<file path="src/rtl/iir_chan_scheduler.sv">
// Round-robin scheduler sharing one IIR filter datapath between NCH sample requesters.
// Holds a coefficient per channel, sequences each job through the filter and returns a channel-tagged result.
module iir_chan_scheduler #(
   parameter int W        = 4,
   parameter int NCH      = 4,
   parameter int FLT_LAT  = 1,
   parameter int COEF_RST = 2
) (
   input  logic                     clk,
   input  logic                     rst,
   input  logic                     cfg_we,
   input  logic [$clog2(NCH)-1:0]   cfg_ch,
   input  logic [W-1:0]             cfg_coef,
   input  logic [NCH-1:0]           req_valid,
   input  logic [NCH*W-1:0]         req_data,
   output logic [NCH-1:0]           req_ready,
   output logic [W-1:0]             flt_a,
   output logic [W-1:0]             flt_x,
   output logic                     flt_en,
   input  logic [W-1:0]             flt_y,
   output logic                     res_valid,
   input  logic                     res_ready,
   output logic [$clog2(NCH)-1:0]   res_ch,
   output logic [W-1:0]             res_data,
   output logic                     busy
);

   localparam int CW = $clog2(NCH);
   localparam int LW = (FLT_LAT < 2) ? 1 : $clog2(FLT_LAT + 1);

   typedef enum logic [1:0] {IDLE, BUSY, RESP} state_t;

   state_t          state_reg;
   logic [W-1:0]    coef_reg [NCH];
   logic [W-1:0]    sample [NCH];
   logic [CW-1:0]   last_grant_reg;
   logic [LW-1:0]   cnt_reg;
   logic [W-1:0]    flt_a_reg;
   logic [W-1:0]    flt_x_reg;
   logic            flt_en_reg;
   logic [W-1:0]    res_data_reg;
   logic [CW-1:0]   res_ch_reg;
   logic            res_valid_reg;
   logic            busy_reg;

   logic [CW-1:0]   win_idx;
   logic [CW-1:0]   scan_idx;
   logic            win_found;
   logic            hs;

   // Per-channel sample unpacking and coefficient registers; out-of-range cfg_ch never matches.
   genvar gi;
   generate
      for (gi = 0; gi < NCH; gi++) begin : g_chan
         assign sample[gi]    = req_data[gi*W +: W];
         assign req_ready[gi] = hs && (win_idx == CW'(gi));

         always_ff @(posedge clk) begin
            if (rst) begin
               coef_reg[gi] <= W'(COEF_RST);
            end else if (cfg_we && (cfg_ch == CW'(gi))) begin
               coef_reg[gi] <= cfg_coef;
            end
         end
      end
   endgenerate

   // Search starts one past the previous winner so every channel gets a fair turn.
   always_comb begin
      win_found = 1'b0;
      win_idx   = '0;
      scan_idx  = '0;
      for (int k = 1; k <= NCH; k++) begin
         scan_idx = CW'((int'(last_grant_reg) + k) % NCH);
         if (!win_found && req_valid[scan_idx]) begin
            win_found = 1'b1;
            win_idx   = scan_idx;
         end
      end
   end

   assign hs = (state_reg == IDLE) && win_found;

   always_ff @(posedge clk) begin
      if (rst) begin
         state_reg      <= IDLE;
         last_grant_reg <= CW'(NCH - 1);
         cnt_reg        <= '0;
         flt_a_reg      <= '0;
         flt_x_reg      <= '0;
         flt_en_reg     <= 1'b0;
         res_data_reg   <= '0;
         res_ch_reg     <= '0;
         res_valid_reg  <= 1'b0;
         busy_reg       <= 1'b0;
      end else begin
         flt_en_reg <= 1'b0;
         case (state_reg)
            IDLE: begin
               if (hs) begin
                  flt_x_reg      <= sample[win_idx];
                  flt_a_reg      <= coef_reg[win_idx];
                  res_ch_reg     <= win_idx;
                  last_grant_reg <= win_idx;
                  cnt_reg        <= LW'(FLT_LAT);
                  flt_en_reg     <= 1'b1;
                  busy_reg       <= 1'b1;
                  state_reg      <= BUSY;
               end
            end
            BUSY: begin
               if (cnt_reg == '0) begin
                  res_data_reg  <= flt_y;
                  res_valid_reg <= 1'b1;
                  state_reg     <= RESP;
               end else begin
                  cnt_reg <= cnt_reg - LW'(1);
               end
            end
            RESP: begin
               if (res_ready) begin
                  res_valid_reg <= 1'b0;
                  busy_reg      <= 1'b0;
                  state_reg     <= IDLE;
               end
            end
            default: begin
               state_reg <= IDLE;
            end
         endcase
      end
   end

   assign flt_a     = flt_a_reg;
   assign flt_x     = flt_x_reg;
   assign flt_en    = flt_en_reg;
   assign res_data  = res_data_reg;
   assign res_ch    = res_ch_reg;
   assign res_valid = res_valid_reg;
   assign busy      = busy_reg;

endmodule
</file>
<file path="config.mk">
export PLATFORM = sky130hd
export DESIGN_NAME = iir_chan_scheduler
export DESIGN_NICKNAME = d
export VERILOG_FILES = /design/src/rtl/iir_chan_scheduler.sv
export SDC_FILE = /design/constraint.sdc
export NUM_CORES = 1
export LEC_CHECK = 0
export BUFFER_PORTS_ARGS = -buffer_cell sky130_fd_sc_hd__buf_4
export CAP_MARGIN = 0
export CORE_UTILIZATION = 54
export DETAILED_ROUTE_END_ITERATION = 8
export GPL_TIMING_DRIVEN = 0
export PLACE_DENSITY = 0.9
export REMOVE_ABC_BUFFERS = 1
export SLEW_MARGIN = 20
export SYNTH_ARGS = -nofsm -noshare
export SYNTH_HDL_FRONTEND = slang
export SYNTH_SLANG_ARGS = --single-unit
</file>
<file path="constraint.sdc">
create_clock -name clk -period 3.5 [get_ports clk]
set_input_delay 0.175 -clock clk [delete_from_list [all_inputs] [get_ports clk]]
set_output_delay 0.175 -clock clk [all_outputs]
set_load 0.005 [all_outputs]
</file>
==> metrics.txt <==
result of the run=finished, final reports clean; final cell count without fillers=~260; Mapped Avg Cell Area=approximately 11 sq um; clock root buffer=sky130_fd_sc_hd__clkbuf_4; Total Die Area=between 3000 and 4000 sq um; element type at the critical path end=primary output; number of vias after detailed routing=~1500; sinks on the clock net=38; Inserted Clock Buffers=5; static leakage=approximately 0.96 nW; Seq cells post-synth=38; vias in the first global route=between 1000 and 1500; Post-synth ARST share=0%; maximum number of pins on one net before global-route repair=22; critical path data required time=about 3300 ps; biggest fanout along the worst timing path=21; number of instances in the synthesized netlist=164; total power per unit cell area=~460 nW/um^2; type of element launching the critical path=flop; final total power=between 1 and 1.5 mW; die height=~60 um; most used standard cells in the synthesized netlist=sky130_fd_sc_hd__dfxtp_1, sky130_fd_sc_hd__mux2i_1, sky130_fd_sc_hd__nor2_1, sky130_fd_sc_hd__edfxtp_1, sky130_fd_sc_hd__and2_1; routed wirelength normalized by instance count=around 15 um; share of synthesized area occupied by flip-flops and latches=around half; least setup slack across all paths after layout=between 1000 and 1500 ps; Post-CTS Hold Fix Bufs=0; register share of total power=between 50 and 60%; GPL Wtd Cong=between 0.8 and 0.9; total negative setup slack=0 ps; TritonCTS clock tree=done; Syn-to-layout area delta=25.86%; Total GRT Usage=24.30%; Fillers=between 200 and 250; detailed router's first-iteration violation count=111; Layout Nets=253; first-pass GRT wire length=~6 mm; Final Critical Period=2271 ps; dominant cell type by area after synthesis=sky130_fd_sc_hd__edfxtp_1; number of nets with antenna violations after detailed routing=0; Syn Std Cell Area=approximately 1800 sq um; total overflow reported by the global router=0; most common cell in the netlist=sky130_fd_sc_hd__dfxtp_1; # Post-CTS Setup Buffers=0; via density per instance=5.591; setup repair after global routing missed its margin=false; final number of max-transition violations=0; final worst hold slack=74.39 ps; critical setup path kind=flop to primary output; number of remaining DRC errors=0; count of flip-flops with a built-in enable after synthesis=16; kind of path behind the tightest hold check=input port to flop; quantity of gates resized following cts=0; yosys synthesis warning count=0; Clk network pwr share=20.4%; final-report setup violation count=0; actual slew at the worst max-slew pin=between 800 and 900 ps; count of distinct cell types in the synthesized netlist=34; Buffers on Ports=54; total I/O pin count=55; final hold viol count=0; Cell Rows=20; data arrival time of the critical path=~2100 ps; ranking of synthesized cells by area=sky130_fd_sc_hd__edfxtp_1, sky130_fd_sc_hd__dfxtp_1, sky130_fd_sc_hd__mux2i_1, sky130_fd_sc_hd__and2_1, sky130_fd_sc_hd__o221ai_1; CTS H-tree depth=2; layout cell share with drive strength beyond 1=34.09%; worst vdd ir=244.8 uV; first-pass detailed-route iteration total=5; combinational cell fraction of total power=26.4%; cell internal pwr=~0.74 mW; number of flip-flops in the largest register=16; dpl ws=1547 ps; switching share of total power=approximately 29%; core outline area=around 3100 sq um; clk_lat worst skew=around 340 ps; area share of the largest cell type after synthesis=between 20 and 30%; max capacitance violation total=0; DIE WIDTH=around 60 um; Primary FF master, synth=sky130_fd_sc_hd__dfxtp_1; Max Clock Freq=about 0.44 GHz; initial antenna violation count=0; Antenna Cells=0; worst slew margin relative to its limit=between 40% and 50%; final routed wirelength across all metal layers=slightly below 4 mm; CTS clk-pin slew, worst paths=100 ps; Max clock buf depth=2; Clock Skew=around 10 ps; switching power of the nets=approximately 0.30 mW; share of the cycle needed by the critical path after routing=64.88%; estimated wirelength of the detail-placed design=approximately 3 mm; Cell Count Post-Placement=roughly 260; starting density of the core=roughly 58%
==> logic make-up after synthesis <==
| family | Yosys count | synth area share (%) |
|---|---|---|
| buffers and inverters | 11 | 3.714 |
| AO/OA/AOI/OAI | 27 | 12.47 |
| flip-flops | 38 | 51.58 |
| AND/OR/NAND/NOR | 67 | 20.46 |
| multiplexers | 21 | 11.77 |
==> layer usage <==
layer	vias to the layer above	GRT usage [%]	part of all wire [%]
met5	-	0	0
met4	0	8.970	1.5
met3	8	7.860	6.9
met2	59	44.14	52
met1	694	26.16	39
li1	715	-	-
==> metrics by stage <==
step | utilization, % | area (sq um)
finish | 72.42 | 2247
global route | 72.42 | 2247
CTS | 72.42 | 2247
detailed placement | 70.85 | 2198
global placement | 70.85 | 2198
floorplan | - | 1738
==> layout by cell type, fill, tap and decap left out, types with 2 or more instances in the layout <==
cell                       count
sky130_fd_sc_hd__a21oi_1       6
sky130_fd_sc_hd__a31o_2        4
sky130_fd_sc_hd__and2_1       12
sky130_fd_sc_hd__and3_2        2
sky130_fd_sc_hd__buf_4        54
sky130_fd_sc_hd__clkbuf_1      3
sky130_fd_sc_hd__clkbuf_4      5
sky130_fd_sc_hd__dfxtp_1      22
sky130_fd_sc_hd__edfxtp_1     16
sky130_fd_sc_hd__inv_1         5
sky130_fd_sc_hd__mux2i_1      21
sky130_fd_sc_hd__nand2_1       8
sky130_fd_sc_hd__nand2_2       2
sky130_fd_sc_hd__nand2b_1      5
sky130_fd_sc_hd__nand3_1       9
sky130_fd_sc_hd__nor2_1       17
sky130_fd_sc_hd__nor3_1        5
sky130_fd_sc_hd__o21ai_0       2
sky130_fd_sc_hd__o221ai_1      8
==> path summary, 6_finish.rpt <==
check / slack, ps / to / depth (start not counted) / start
setup / recovery: 1230 / req_ready[3] / 5 / last_grant_reg[1]
hold / removal: 70 / res_data[2] / 3 / flt_y[2]
setup reg to reg: 1560 / flt_a[3] / 5 / last_grant_reg[1]
hold reg to reg: 490 / res_ch[1] / 2 / res_ch[1]
==> worst max-delay path, cell delays in order, from the launching register on <==
cell and delay (ps):
sky130_fd_sc_hd__dfxtp_1 450, sky130_fd_sc_hd__nand2b_1 160, sky130_fd_sc_hd__a21oi_2 70, sky130_fd_sc_hd__o221ai_4 650
sky130_fd_sc_hd__and3_2 310, sky130_fd_sc_hd__buf_4 100
==> area by class of cell <==
class                      instances  area [sq um]  share of cell area [%]
sequential                        38         920.9                   40.98
timing repair buffer              54         405.4                   18.04
multi-input combinational        115         798.3                   35.52
tap                               44         55.05                   2.450
inverter                           5         18.77                  0.8352
clock buffer                       8         48.80                   2.171
==> power groups by stage <==
| stage | clock network (mW) | logic [mW] | registers [mW] |
|---|---|---|---|
| 4_1_cts | 0.217 | 0.273 | 0.547 |
| 2_1_floorplan | 0 | 0.146 | 0.553 |
| 6_report | 0.211 | 0.273 | 0.548 |
| 5_1_grt | 0.238 | 0.297 | 0.554 |
| 3_5_place_dp | 0 | 0.272 | 0.558 |
| 3_3_place_gp | 0 | 0.259 | 0.553 |
No activity file was read; power rests on OpenSTA's default activity.
